## src/rtl/lcd_pkg.sv

```systemverilog
// Shared types and command constants for the HD44780-style 4-bit line driver.
package lcd_pkg;

    typedef enum logic [2:0] {
        PWRUP,
        INIT,
        ADDR1,
        LINE1,
        ADDR2,
        LINE2
    } lcd_state_t;

    typedef enum logic [1:0] {
        PH_IDLE,
        PH_HI,
        PH_LO,
        PH_WAIT
    } lcd_phase_t;

    // single = 1: only code[3:0] is sent, as one nibble
    typedef struct packed {
        logic       rs;
        logic       single;
        logic [7:0] code;
    } lcd_item_t;

    localparam logic [7:0] CMD_FUNC_SET = 8'h28;
    localparam logic [7:0] CMD_DISP_ON  = 8'h0C;
    localparam logic [7:0] CMD_ENTRY    = 8'h06;
    localparam logic [7:0] CMD_CLEAR    = 8'h01;
    localparam logic [7:0] CMD_LINE1    = 8'h80;
    localparam logic [7:0] CMD_LINE2    = 8'hC0;
    localparam logic [7:0] ASCII_SPACE  = 8'h20;

    function automatic lcd_item_t init_item(input logic [2:0] idx);
        lcd_item_t it;
        case (idx)
            3'd0, 3'd1, 3'd2: it = '{rs: 1'b0, single: 1'b1, code: 8'h03};
            3'd3:             it = '{rs: 1'b0, single: 1'b1, code: 8'h02};
            3'd4:             it = '{rs: 1'b0, single: 1'b0, code: CMD_FUNC_SET};
            3'd5:             it = '{rs: 1'b0, single: 1'b0, code: CMD_DISP_ON};
            3'd6:             it = '{rs: 1'b0, single: 1'b0, code: CMD_ENTRY};
            default:          it = '{rs: 1'b0, single: 1'b0, code: CMD_CLEAR};
        endcase
        return it;
    endfunction

endpackage

```

## src/rtl/lcd_nibble_tx.sv

```systemverilog
// One 4-bit bus transaction: setup cycle, lcd_e high pulse, lcd_e low gap.
module lcd_nibble_tx #(
    parameter int unsigned E_HIGH_CYCLES     = 12,
    parameter int unsigned NIBBLE_GAP_CYCLES = 50
) (
    input  logic       clk,
    input  logic       rst,
    input  logic       start,
    input  logic       rs,
    input  logic [3:0] nibble,
    output logic       busy,
    output logic       done,
    output logic       lcd_e,
    output logic       lcd_rs,
    output logic [3:0] lcd_data
);

    localparam int unsigned LAST = E_HIGH_CYCLES + NIBBLE_GAP_CYCLES;
    localparam int unsigned CW   = $clog2(LAST + 1);

    logic [CW-1:0] cnt;

    // done marks the final gap cycle so the next nibble can start back-to-back
    assign done = busy && (cnt == CW'(LAST));

    always_ff @(posedge clk) begin
        if (rst) begin
            busy     <= 1'b0;
            cnt      <= '0;
            lcd_e    <= 1'b0;
            lcd_rs   <= 1'b0;
            lcd_data <= '0;
        end else if (start && (!busy || done)) begin
            busy     <= 1'b1;
            cnt      <= '0;
            lcd_e    <= 1'b0;
            lcd_rs   <= rs;
            lcd_data <= nibble;
        end else if (busy) begin
            if (done) begin
                busy  <= 1'b0;
                cnt   <= '0;
                lcd_e <= 1'b0;
            end else begin
                cnt   <= cnt + 1'b1;
                lcd_e <= (cnt < CW'(E_HIGH_CYCLES));
            end
        end
    end

endmodule

```

## src/rtl/lcd_line_driver.sv

```systemverilog
// Two-line character LCD refresher over a 4-bit bus.
// Build option: LCD_NULL_AS_SPACE_EN sends 0x00 data bytes as spaces.
module lcd_line_driver #(
    parameter int unsigned POWERUP_CYCLES    = 750000,
    parameter int unsigned E_HIGH_CYCLES     = 12,
    parameter int unsigned NIBBLE_GAP_CYCLES = 50,
    parameter int unsigned CMD_WAIT_CYCLES   = 2000,
    parameter int unsigned CLEAR_WAIT_CYCLES = 82000
) (
    input  logic         clk,
    input  logic         rst,
    input  logic [0:127] first_line_data,
    input  logic [0:127] second_line_data,
    output logic         lcd_rs,
    output logic         lcd_rw,
    output logic         lcd_e,
    output logic         lcd4,
    output logic         lcd5,
    output logic         lcd6,
    output logic         lcd7,
    output logic         init_done,
    output logic         frame_done
);

    import lcd_pkg::*;

    lcd_state_t   state, nxt_state;
    lcd_phase_t   phase;
    logic [2:0]   init_idx, nxt_idx;
    logic [3:0]   char_idx, nxt_char;
    logic [31:0]  cnt, wait_len;
    logic [0:127] snap1, snap2;
    lcd_item_t    cur_item, nxt_item;
    logic         launch, tx_start, tx_rs, tx_busy, tx_done;
    logic [3:0]   tx_nib, lcd_data;

    function automatic lcd_item_t data_item(input logic [0:127] line, input logic [3:0] k);
        logic [7:0] b;
        b = line[{k, 3'b000} +: 8];
`ifdef LCD_NULL_AS_SPACE_EN
        if (b == 8'h00) b = ASCII_SPACE;
`endif
        return '{rs: 1'b1, single: 1'b0, code: b};
    endfunction

    function automatic lcd_item_t item_at(input lcd_state_t st, input logic [2:0] idx,
                                          input logic [3:0] ch, input logic [0:127] l1,
                                          input logic [0:127] l2);
        lcd_item_t it;
        case (st)
            INIT:    it = init_item(idx);
            ADDR1:   it = '{rs: 1'b0, single: 1'b0, code: CMD_LINE1};
            LINE1:   it = data_item(l1, ch);
            ADDR2:   it = '{rs: 1'b0, single: 1'b0, code: CMD_LINE2};
            LINE2:   it = data_item(l2, ch);
            default: it = '0;
        endcase
        return it;
    endfunction

    always_comb begin
        nxt_state = state;
        nxt_idx   = init_idx;
        nxt_char  = char_idx;
        case (state)
            PWRUP: begin
                nxt_state = INIT;
                nxt_idx   = '0;
            end
            INIT: begin
                if (init_idx == 3'd7) begin
                    nxt_state = ADDR1;
                    nxt_idx   = '0;
                end else begin
                    nxt_idx = init_idx + 3'd1;
                end
            end
            ADDR1: begin
                nxt_state = LINE1;
                nxt_char  = '0;
            end
            LINE1: begin
                nxt_char = char_idx + 4'd1;
                if (char_idx == 4'd15) nxt_state = ADDR2;
            end
            ADDR2: begin
                nxt_state = LINE2;
                nxt_char  = '0;
            end
            LINE2: begin
                nxt_char = char_idx + 4'd1;
                if (char_idx == 4'd15) nxt_state = ADDR1;
            end
            default: nxt_state = PWRUP;
        endcase
    end

    // The next item's first nibble is launched in the last wait cycle, using the
    // look-ahead pointer, so the state advances exactly when the wait ends.
    always_comb begin
        cur_item = item_at(state, init_idx, char_idx, snap1, snap2);
        nxt_item = item_at(nxt_state, nxt_idx, nxt_char, snap1, snap2);
        wait_len = (!cur_item.rs && !cur_item.single && cur_item.code == CMD_CLEAR)
                   ? 32'(CLEAR_WAIT_CYCLES) : 32'(CMD_WAIT_CYCLES);
        launch   = !tx_busy &&
                   ((phase == PH_IDLE && cnt == 32'(POWERUP_CYCLES - 1)) ||
                    (phase == PH_WAIT && cnt == wait_len - 32'd1));
        tx_start = launch || (phase == PH_HI && tx_done && !cur_item.single);
        tx_rs    = launch ? nxt_item.rs : cur_item.rs;
        if (launch)
            tx_nib = nxt_item.single ? nxt_item.code[3:0] : nxt_item.code[7:4];
        else
            tx_nib = cur_item.code[3:0];
    end

    always_ff @(posedge clk) begin
        if (rst) begin
            state      <= PWRUP;
            phase      <= PH_IDLE;
            cnt        <= '0;
            init_idx   <= '0;
            char_idx   <= '0;
            snap1      <= '0;
            snap2      <= '0;
            init_done  <= 1'b0;
            frame_done <= 1'b0;
        end else begin
            frame_done <= 1'b0;
            if (launch) begin
                state    <= nxt_state;
                init_idx <= nxt_idx;
                char_idx <= nxt_char;
                phase    <= PH_HI;
                cnt      <= '0;
                if (nxt_state == ADDR1) begin
                    snap1     <= first_line_data;
                    snap2     <= second_line_data;
                    init_done <= 1'b1;
                    if (state == LINE2) frame_done <= 1'b1;
                end
            end else begin
                case (phase)
                    PH_IDLE: cnt <= cnt + 32'd1;
                    PH_HI:   if (tx_done) phase <= cur_item.single ? PH_WAIT : PH_LO;
                    PH_LO:   if (tx_done) phase <= PH_WAIT;
                    PH_WAIT: cnt <= cnt + 32'd1;
                    default: phase <= PH_IDLE;
                endcase
            end
        end
    end

    lcd_nibble_tx #(
        .E_HIGH_CYCLES    (E_HIGH_CYCLES),
        .NIBBLE_GAP_CYCLES(NIBBLE_GAP_CYCLES)
    ) u_tx (
        .clk     (clk),
        .rst     (rst),
        .start   (tx_start),
        .rs      (tx_rs),
        .nibble  (tx_nib),
        .busy    (tx_busy),
        .done    (tx_done),
        .lcd_e   (lcd_e),
        .lcd_rs  (lcd_rs),
        .lcd_data(lcd_data)
    );

    assign lcd_rw = 1'b0;
    assign lcd4   = lcd_data[0];
    assign lcd5   = lcd_data[1];
    assign lcd6   = lcd_data[2];
    assign lcd7   = lcd_data[3];

endmodule

```

## config.mk

```make
export PLATFORM = sky130hd
export DESIGN_NAME = lcd_line_driver
export DESIGN_NICKNAME = d
export VERILOG_FILES = /design/src/rtl/lcd_pkg.sv /design/src/rtl/lcd_nibble_tx.sv /design/src/rtl/lcd_line_driver.sv
export SDC_FILE = /design/constraint.sdc
export NUM_CORES = 1
export LEC_CHECK = 0
export CAP_MARGIN = 30
export CORE_MARGIN = 2
export CORE_UTILIZATION = 45
export DETAILED_ROUTE_END_ITERATION = 7
export PLACE_DENSITY = 0.7
export SYNTH_ARGS = -nofsm -noshare
export SYNTH_HDL_FRONTEND = slang
export SYNTH_HIERARCHICAL = 1
export SYNTH_SLANG_ARGS = --single-unit
```

## constraint.sdc

```tcl
create_clock -name clk -period 4.3 [get_ports clk]
set_input_delay 0.86 -clock clk [delete_from_list [all_inputs] [get_ports clk]]
set_output_delay 0.86 -clock clk [all_outputs]
set_load 0.02 [all_outputs]
```

# After elaboration in Yosys (flattened, before gate mapping)
# Cells that the tools add are included.
# word_totals
memories,0
in_bits,258
register_bits,315
ramBits,0
rom_bits,0
output_inout_bits,9
elab_cells,122
latchBits,0
# classes
addsub,5
bitwise,4
n_reduce_logical,32
muxes,26
div_mod_pow,0
shifts,4
mul,0
order_cmp,1
eq_ne,35
# ops
cell,count
128-bit by 8-bit indexed part select with 129-bit output,4
10-bit case mux with 5 select lines,2
9-bit case mux with 5 select lines,2
"3-bit equality test, second input constant",11
"32-bit by 1-bit adder with 32-bit output, second input constant",1
"32-bit by 20-bit equality test with 1-bit output, second input constant",1
32-bit equality test,1
"3-bit by 2-bit equality test with 1-bit output, second input constant",8
3-bit case mux with 6 select lines,1
"17-bit by 1-bit subtractor with 18-bit output, second input constant",1
17-bit two-way mux,1
7-bit NOT with 8-bit output,2
"3-bit by 1-bit equality test with 1-bit output, second input constant",4
3-bit two-way mux,4
2-bit OR reduction,5
1-bit logical AND,9
3-bit logical NOT,3
3-bit OR reduction,3
"8-bit by 1-bit equality test with 1-bit output, second input constant",1
1-bit two-way mux,8
4-bit two-way mux,2
4-bit case mux with 2 select lines,1
"6-bit by 1-bit adder with 6-bit output, second input constant",1
"6-bit equality test, second input constant",1
other kinds (20),30

# Logic depth before layout (Yosys ltp)
# Gate-level depths: netlist of run 1.
# logic_depth
ltp_word,16
depth_mapped,14
ltp_nobuf,11

# Modules after synthesis
# The synthesis of run 1 kept the hierarchy.
# modules_own_cells
mod,n_inst,seq_area_each_um2,cells_per_inst,area_each_um2
lcd_line_driver,1,6045.8,1686,13614.3
lcd_nibble_tx,1,260.2,73,681.9

# Least setup slack after synthesis of run 1
# Ideal clock, no wire load.
# synth_path
path_type,reg-to-reg
startpoint,reg init_idx[0]
endpoint,reg u_tx.cnt[4]
period_less_slack_ns,2.964
path_buffers,1
arrival_ns,2.890
stages_incl_launch_ff,12
setup_time_ns,0.075
path_slack_ns,1.336
t_required_ns,4.225
path_cell_list,dfxtp_1 > ha_1 > ha_1 > nor4_1 > a2111o_1 > a21oi_1 > o21ai_1 > clkbuf_1 > nand2_1 > nand2b_1 > or4b_1 > o22ai_1
# synth_via
elab_chain_cells,16
word_cells_on_any_way,24
classes_between,1 x add/sub; 8 x eq/ne; 3 x mux; 12 x reduce/logical
# synth_lines
element,line_no,source
start: declaration,lcd_line_driver.sv:29,"logic [2:0] init_idx, nxt_idx;"
start signal: assignment,lcd_line_driver.sv:131,init_idx <= nxt_idx;
"3-bit by 1-bit equality test with 1-bit output, or another cell as far along",lcd_pkg.sv:37,case (idx)
3-bit OR reduction,lcd_pkg.sv:37,
9-bit case mux with 5 select lines (*),lcd_pkg.sv:37,
10-bit case mux with 5 select lines (*),lcd_line_driver.sv:50,case (st)
branches (longest 9 deep; another with 17-bit by 1-bit subtractor with 18-bit output),--,
1-bit logical OR (*),lcd_line_driver.sv:108,tx_start = launch || (phase == PH_HI && tx_done && !cur_item.single);
named net tx_start,lcd_line_driver.sv:34,"logic launch, tx_start, tx_rs, tx_busy, tx_done;"
1-bit logical AND (*),lcd_nibble_tx.sv:33,end else if (start && (!busy || done)) begin
2-bit OR reduction (no source line) (*),--,
end signal: assignment,lcd_nibble_tx.sv:45,cnt <= cnt + 1'b1;
end: declaration,lcd_nibble_tx.sv:21,logic [CW-1:0] cnt;
# Mark *: on every way through the listed nets, which the timed path passes.
# A chain may end at the register's enable or synchronous reset.

# Final worst setup path of run 1
# layout_path
startpoint,reg state[2]
endpoint,reg u_tx.lcd_data[2]
# layout_via
word_cells_on_any_way,49
classes_between,1 x add/sub; 18 x eq/ne; 2 x shift; 12 x mux; 1 x bitwise; 15 x reduce/logical
# layout_rtl
element,line_no,source
start: declaration,lcd_line_driver.sv:27,"lcd_state_t state, nxt_state;"
start signal: assignment,lcd_line_driver.sv:130,state <= nxt_state;
branches (longest 11 deep; another with 17-bit by 1-bit subtractor with 18-bit output),--,
4-bit two-way mux (*),lcd_line_driver.sv:110,if (launch)
named net tx_nib[2],lcd_line_driver.sv:35,"logic [3:0] tx_nib, lcd_data;"
end signal: assignment,lcd_nibble_tx.sv:38,lcd_data <= nibble;
end: declaration,lcd_nibble_tx.sv:15,output logic [3:0] lcd_data
# Marked as above.

==> metrics.yaml, run 1 <==
run_status:
  status: "finished clean"
critical_path:
  worstPathArrival_ns: 3.85
  critPathCaptureType: "flip-flop"
  crit_family: "simple AND/OR/NAND/NOR gates"
  crit_chain: "xor2_4 -> mux2i_4 -> buf_4 -> and2b_1 -> a211oi_1 -> a211oi_1 -> or4_1 -> o311a_1 -> nand2b_1 -> mux2i_1"
  cpMostUsedCell: "a211oi_1"
  startpoint_type: "flip-flop"
  critPathKind: "reg2reg"
  cpPeakStageDelay_ns: 0.69
  crit_path_top_delay_cell: "dfxtp_1"
  critPathBufInv: 1
  path_max_fanout: 17
  cp_data_required_time_ns: 4.69
logic_synthesis:
  yosys.area_share.xor_xnor: 0.0215
  synth_compound_area_frac: 0.146
  synthesis.nets: 2031
  synth_area_per_cell_um2: 8.13
  synth_fa_ha_area_frac: 0.0123
  synth_top_family_by_area: "simple AND/OR/NAND/NOR gates"
  ys_warn_count: 6
  postSynthCellCount: 1759
  synthSimpleGateAreaFrac: 0.231
  ys_types: 72
  async_reset_ff_frac: 0
  ys_ff_latch: 315
  synth-edff-count: 0
  yosysSeqAreaShare: 0.441
  synth_area_um2: 14300
  yosys.area.top_type: "dfxtp_1"
  synthTopCellsByArea: "dfxtp_1 44%, nand2_1 15%, a21oi_1 9.8%"
  synthTopCellsByCount: "578 x nand2_1, 315 x dfxtp_1, 280 x a21oi_1"
  synthDominantCellAreaShare: 0.441
  synthMuxAreaShare: 0.104
  synth_ff_type: "dfxtp_1"
  synth.most_common_cell: "nand2_1"
cells_and_area:
  fin_nets: 2233
  fin_cells: 2387
  syn_to_final_growth_pct: 28.4
  antenna_cells_inserted: 0
  fillers: 2812
  drive_above_1_share: 0.0741
routing:
  drt-initial-drc-count: 1005
  ant_nets: 0
  drc: 0
  drt-vias-per-instance: 5.50
  num_vias: 13100
  routedWlPerCell_um: 18.6
  dr.pass1.iters: 5
  wl_um: 44300
power_and_ir_drop:
  power_frac_seq: 0.460
  internal_power_w: 0.00503
  power_density_nw_per_um2: 346
  p_total_w: 0.00636
  pwr-share-clk: 0.489
  leakagePower_nw: 6.13
  netSwitchingPower_w: 0.00133
  combPwrFrac: 0.051
  vdd_drop_max_v: 0.000231
  swShare: 0.208
hold_path:
  min_path_type: "reg2reg"
clocking:
  cts_hold_buffers: 0
  cts_tree: "done"
  cts_resized: 0
  cts_root_buffer: "clkbuf_16"
  clk_pin_slew_ns: 0.06
  post_cts_buffers: 0
  clockBufferDepth: 3
  htree_levels: 2
  cts_buffers: 36
  clk_latency_ns: 0.52
  clkSinkCount: 315
timing:
  fin_crit_sh: 0.805
  fmax_mhz: 289
  period_minus_slack_ns: 3.46
  worst-slew-pin-transition_ns: 0.958
  finalWorstSetupSlack_ns: 0.838
  fin_setup_tns_ns: 0
  slew_violations: 0
  slew_headroom: 0.361
  final-setup-viol-count: 0
  rsz0062_at_grt: "no"
  worst_clock_skew_ns: 0.0226
  hold_viol_final: 0
grt:
  grt_pass1_wl_um: 68800
  antenna_found_initial: 0
  grt_start_max_net_pins: 164
  grt_pass1_vias: 12800
  grt_util_all_layers: 0.261
  grt_overflow: 0
floorplan:
  chipWidth_um: 182
  fp.dieArea_um2: 33200
  ioPinCount: 267
  coreArea_um2: 31400
  dieHeight_um: 182
  start_util: 0.455
  rows: 65
job:
  maxCapViolCount: 0
placed_design:
  dpl.hpwl_um: 31300
  place_ws_ns: 0.921
  dp_cells: 2325
  io_buffers: 265
  place_congestion: 0.950
## through the flow
stage | hold slack (ns) | area, µm² | utilization
final | 0.447 | 18400 | 0.585
after global routing | 0.464 | 18400 | 0.585
after CTS | 0.448 | 18400 | 0.585
after detailed placement | 0.441 | 17200 | 0.547
after global placement | 0.435 | 17200 | 0.547
after floorplan | 0.427 | 14300 | -
## final cells by class
class,count,area (µm²),area share
repair buffers,295,2910,0.158
inverters,13,48.8,0.00266
flip-flops and latches,315,6310,0.344
multi-input cells,1300,7390,0.403
clock buffers,51,1060,0.0576
well taps,402,503,0.0274
clock inverters,11,141,0.00770
## worst min-delay path: stages (launching register included)
cell and delay [ns]:
dfxtp_1 0.30, nand2_1 0.05, a21oi_1 0.05
## final timing paths
kind | slack (ns) | end | cells after the start | startpoint
worst max-delay path | 0.84 | u_tx/lcd_data[2] | 10 | state[2]
worst min register to register | 0.45 | snap1[55] | 2 | snap1[55]
worst min-delay path | 0.45 | snap1[55] | 2 | snap1[55]
worst max register to register | 0.84 | u_tx/lcd_data[2] | 10 | state[2]
## flip-flops by register name, summed over array words and instances, names as in the netlist, 2 cells and up
| register | flops |
|---|---|
| snap2 | 128 |
| snap1 | 128 |
| u_tx/cnt | 6 |
| init_idx | 3 |
| state | 3 |
| cnt | 32 |
| u_tx/lcd_data | 4 |
| char_idx | 4 |
| phase | 2 |
## power by group through the flow
| stage | sequential, W | combinational (W) | clock (W) |
|---|---|---|---|
| after detailed placement | 0.00299 | 0.000321 | 0 |
| final | 0.00293 | 0.000321 | 0.00311 |
| after global placement | 0.00299 | 0.000324 | 0 |
| after CTS | 0.00293 | 0.000323 | 0.00315 |
| after global routing | 0.00293 | 0.000338 | 0.00328 |
| after floorplan | 0.00299 | 0.0000538 | 0 |
## logic make-up (layout without fill, tap and decap cells)
kind of cell	Yosys count	count (layout)
simple gates	786	786
xor+xnor	33	33
other cells	1	1
mux	95	95
buf+inv	144	370
fa+ha+maj	14	14
compound gates	371	371
flops	315	315
## layout by cell type, fill, tap and decap left out, types with 4 or more instances in the layout
| master | n |
|---|---|
| clkbuf_16 | 37 |
| nand2_1 | 577 |
| clkdlybuf4s50_1 | 264 |
| o22ai_1 | 6 |
| dfxtp_1 | 313 |
| a21oi_1 | 280 |
| nor2_1 | 69 |
| xor2_1 | 22 |
| o21ai_0 | 18 |
| a31oi_1 | 5 |
| clkbuf_8 | 8 |
| o211ai_1 | 4 |
| buf_4 | 28 |
| nand2b_1 | 15 |
| xnor2_1 | 10 |
| mux4_2 | 42 |
| nor4_1 | 6 |
| or4_1 | 4 |
| nand3_1 | 31 |
| clkinv_2 | 5 |
| clkbuf_1 | 6 |
| a211oi_1 | 21 |
| nand4_1 | 13 |
| nand3b_1 | 6 |
| nor2b_1 | 14 |
| nor3_1 | 17 |
| inv_1 | 13 |
| and2_1 | 5 |
| and3_1 | 5 |
| or3_1 | 4 |
| mux2i_1 | 51 |
| ha_1 | 14 |
## layer usage
layer	global-route usage	part of all wire
met3	0.0387	0.059
met5	0	0
met4	0.0842	0.030
met1	0.350	0.44
met2	0.432	0.47
No activity file was read; power rests on OpenSTA's default activity.
==> run 2, diff against run 1 <==
Settings changed: PLACE_DENSITY 0.7 to 0.73.
Clock period 4.3 ns to 3 ns, I/O delays scaled along.
==> metrics.yaml, run 2 (synthesized netlist as in run 1, its figures left out) <==
run_status:
  status: "finished clean"  # unchanged
timing:
  period_minus_slack_ns: 2.89  # was 3.46 ns
  worst_clock_skew_ns: 0.0251  # was 0.0226 ns
  slew_violations: 0  # unchanged
  fmax_mhz: 347  # was 289 MHz
  final-setup-viol-count: 0  # unchanged
  slew_headroom: 0.512  # was 0.361
  fin_setup_tns_ns: 0  # unchanged
  fin_crit_sh: 0.962  # was 0.805
  hold_viol_final: 0  # unchanged
  rsz0062_at_grt: "no"  # unchanged
  worst-slew-pin-transition_ns: 0.732  # was 0.958 ns
routing:
  drt-vias-per-instance: 5.49  # was 5.50
  drc: 0  # unchanged
  num_vias: 13500  # was 13100
  drt-initial-drc-count: 969  # was 1005
  ant_nets: 0  # unchanged
  dr.pass1.iters: 6  # was 5
  routedWlPerCell_um: 18.6  # about the same
  wl_um: 45700  # was 44300 µm
clocking:
  clk_pin_slew_ns: 0.06  # about the same
  cts_tree: "done"  # unchanged
  clkSinkCount: 315  # unchanged
  cts_root_buffer: "clkbuf_16"  # unchanged
  clockBufferDepth: 3  # unchanged
  htree_levels: 2  # unchanged
  clk_latency_ns: 0.53  # was 0.52 ns
  cts_buffers: 35  # was 36
floorplan:
  dieHeight_um: 182  # unchanged
  ioPinCount: 267  # unchanged
  fp.dieArea_um2: 33200  # unchanged
  chipWidth_um: 182  # unchanged
  start_util: 0.455  # unchanged
  coreArea_um2: 31400  # unchanged
  rows: 65  # unchanged
cells_and_area:
  fillers: 2758  # was 2812
  register_area_um2: 6310  # about the same
  antenna_cells_inserted: 0  # unchanged
  multiInputGateArea_um2: 7410  # was 7390 µm²
  final_util: 0.610  # was 0.585
  fin_nets: 2303  # was 2233
  reg_top3: "snap1 (128), snap2 (128), cnt (32)"  # unchanged
  final_cell_mix: "577 x nand2_1, 310 x dfxtp_1, 279 x a21oi_1"  # was 577 x nand2_1, 313 x dfxtp_1, 280 x a21oi_1
  syn_to_final_growth_pct: 34.0  # was 28.4%
  drive_above_1_share: 0.108  # was 0.0741
  final_common_cell: "nand2_1"  # unchanged
  final_cell_area_um2: 19200  # was 18400 µm²
grt:
  grt_start_max_net_pins: 110  # was 164
  grt_pass1_wl_um: 69300  # was 68800 µm
  grt_util_all_layers: 0.265  # was 0.261
  antenna_found_initial: 0  # unchanged
  grt_pass1_vias: 13200  # was 12800
  grt_overflow: 0  # unchanged
hold_path:
  min_path_type: "reg2reg"  # unchanged
  hold_start: "snap1[11]"  # was snap1[55]
power_and_ir_drop:
  leakagePower_nw: 6.54  # was 6.13 nW
  combPwrFrac: 0.053  # was 0.051
  power_frac_seq: 0.474  # was 0.460
  power_density_nw_per_um2: 462  # was 346 nW/µm²
  p_total_w: 0.00885  # was 0.00636 W
  vdd_drop_max_v: 0.000340  # was 0.000231 V
  netSwitchingPower_w: 0.00187  # was 0.00133 W
  internal_power_w: 0.00698  # was 0.00503 W
  swShare: 0.211  # was 0.208
  pwr-share-clk: 0.473  # was 0.489
placed_design:
  io_buffers: 265  # unchanged
  place_area_um2: 17900  # was 17200 µm²
  dpl.hpwl_um: 33800  # was 31300 µm
  place_congestion: 0.943  # was 0.950
critical_path:
  crit_family: "compound AO/OA/AOI/OAI gates"  # was simple AND/OR/NAND/NOR gates
  crit_path_top_delay_cell: "or4_1"  # was dfxtp_1
  critPathKind: "reg2reg"  # unchanged
  startpoint_type: "flip-flop"  # unchanged
  path_max_fanout: 7  # was 17
  cpMostUsedCell: "buf_4"  # was a211oi_1
  critPathCaptureType: "flip-flop"  # unchanged
  worstPathArrival_ns: 3.32  # was 3.85 ns
  cp_data_required_time_ns: 3.43  # was 4.69 ns
  critPathBufInv: 2  # was 1
  cpPeakStageDelay_ns: 0.49  # was 0.69 ns
  rr_startpoint: "state[2]"  # unchanged
  crit_chain: "xnor2_1 -> buf_4 -> o21ai_0 -> o31a_1 -> buf_4 -> a21oi_1 -> a211oi_1 -> or4_1 -> a31oi_1 -> nand2b_1 -> mux2i_1"  # was xor2_4 -> mux2i_4 -> buf_4 -> and2b_1 -> a211oi_1 -> a211oi_1 -> or4_1 -> o311a_1 -> nand2b_1 -> mux2i_1
  cp-startpoint: "state[2]"  # unchanged
job:
  maxCapViolCount: 0  # unchanged
-- run 2: changes by cell type in the layout (fill, tap and decap cells not counted), sizes merged --
cell,change
clkinv,-3
clkinvlp,+3
inv,-2
bufinv,-3
clkbuf,+6
buf,+67
-- run 2: power by group through the flow --
stage / logic, W / registers (W) / clock network (W)
6_report: 0.000468 / 0.00420 / 0.00418
5_1_grt: 0.000492 / 0.00419 / 0.00441
4_1_cts: 0.000469 / 0.00420 / 0.00423
3_5_place_dp: 0.000466 / 0.00429 / 0
3_3_place_gp: 0.000470 / 0.00429 / 0
2_1_floorplan: 0.0000771 / 0.00429 / 0
-- run 2: path summary, 6_finish.rpt --
kind | endpoint | slack, ns | depth (start not counted)
setup / recovery | u_tx/lcd_data[0] | 0.11 | 11
hold / removal | snap1[11] | 0.45 | 2
setup reg to reg | u_tx/lcd_data[0] | 0.11 | 11
hold reg to reg | snap1[11] | 0.45 | 2
-- run 2: final cells by class --
| type | count | share of cell area |
|---|---|---|
| sequential | 315 | 0.330 |
| timing repair buffer | 366 | 0.196 |
| clock buffer | 53 | 0.0561 |
| multi-input combinational | 1300 | 0.387 |
| tap | 402 | 0.0263 |
| clock inverter | 6 | 0.00274 |
| inverter | 13 | 0.00255 |
-- run 2: per-stage QoR --
stage | worst slack (ns) | cells | hold WS [ns]
after global routing | 0.0194 | 2455 | 0.459
after global placement | 0.152 | 2389 | 0.435
after floorplan | 0.0357 | 1759 | 0.427
after detailed placement | 0.0772 | 2389 | 0.443
after CTS | 0.00000422 | 2448 | 0.450
final | 0.115 | 2455 | 0.447
-- run 2: timing repair --
action                                  in CTS  in global routing
setup buffers                                0                  3
endpoints found under the setup margin       0                232
hold buffers                                 0                  0
gates resized for setup                      0                 10
-- run 2: metal layers --
| metal | wire length [µm] | up-vias | GRT usage |
|---|---|---|---|
| met5 | 0 | - | 0 |
| met4 | 1370 | 0 | 0.0868 |
| met3 | 2510 | 93 | 0.0343 |
| met2 | 21800 | 451 | 0.440 |
| met1 | 20100 | 6421 | 0.358 |
| li1 | - | 6520 | - |
-- run 2: worst register-to-register path, cell delays in order (launching register included) --
cell and delay, ns:
dfxtp_2 0.37, xnor2_1 0.42, buf_4 0.21, o21ai_0 0.12, o31a_1 0.23, buf_4 0.20
a21oi_1 0.26, a211oi_1 0.12, or4_1 0.49, a31oi_1 0.16, nand2b_1 0.07, mux2i_1 0.15
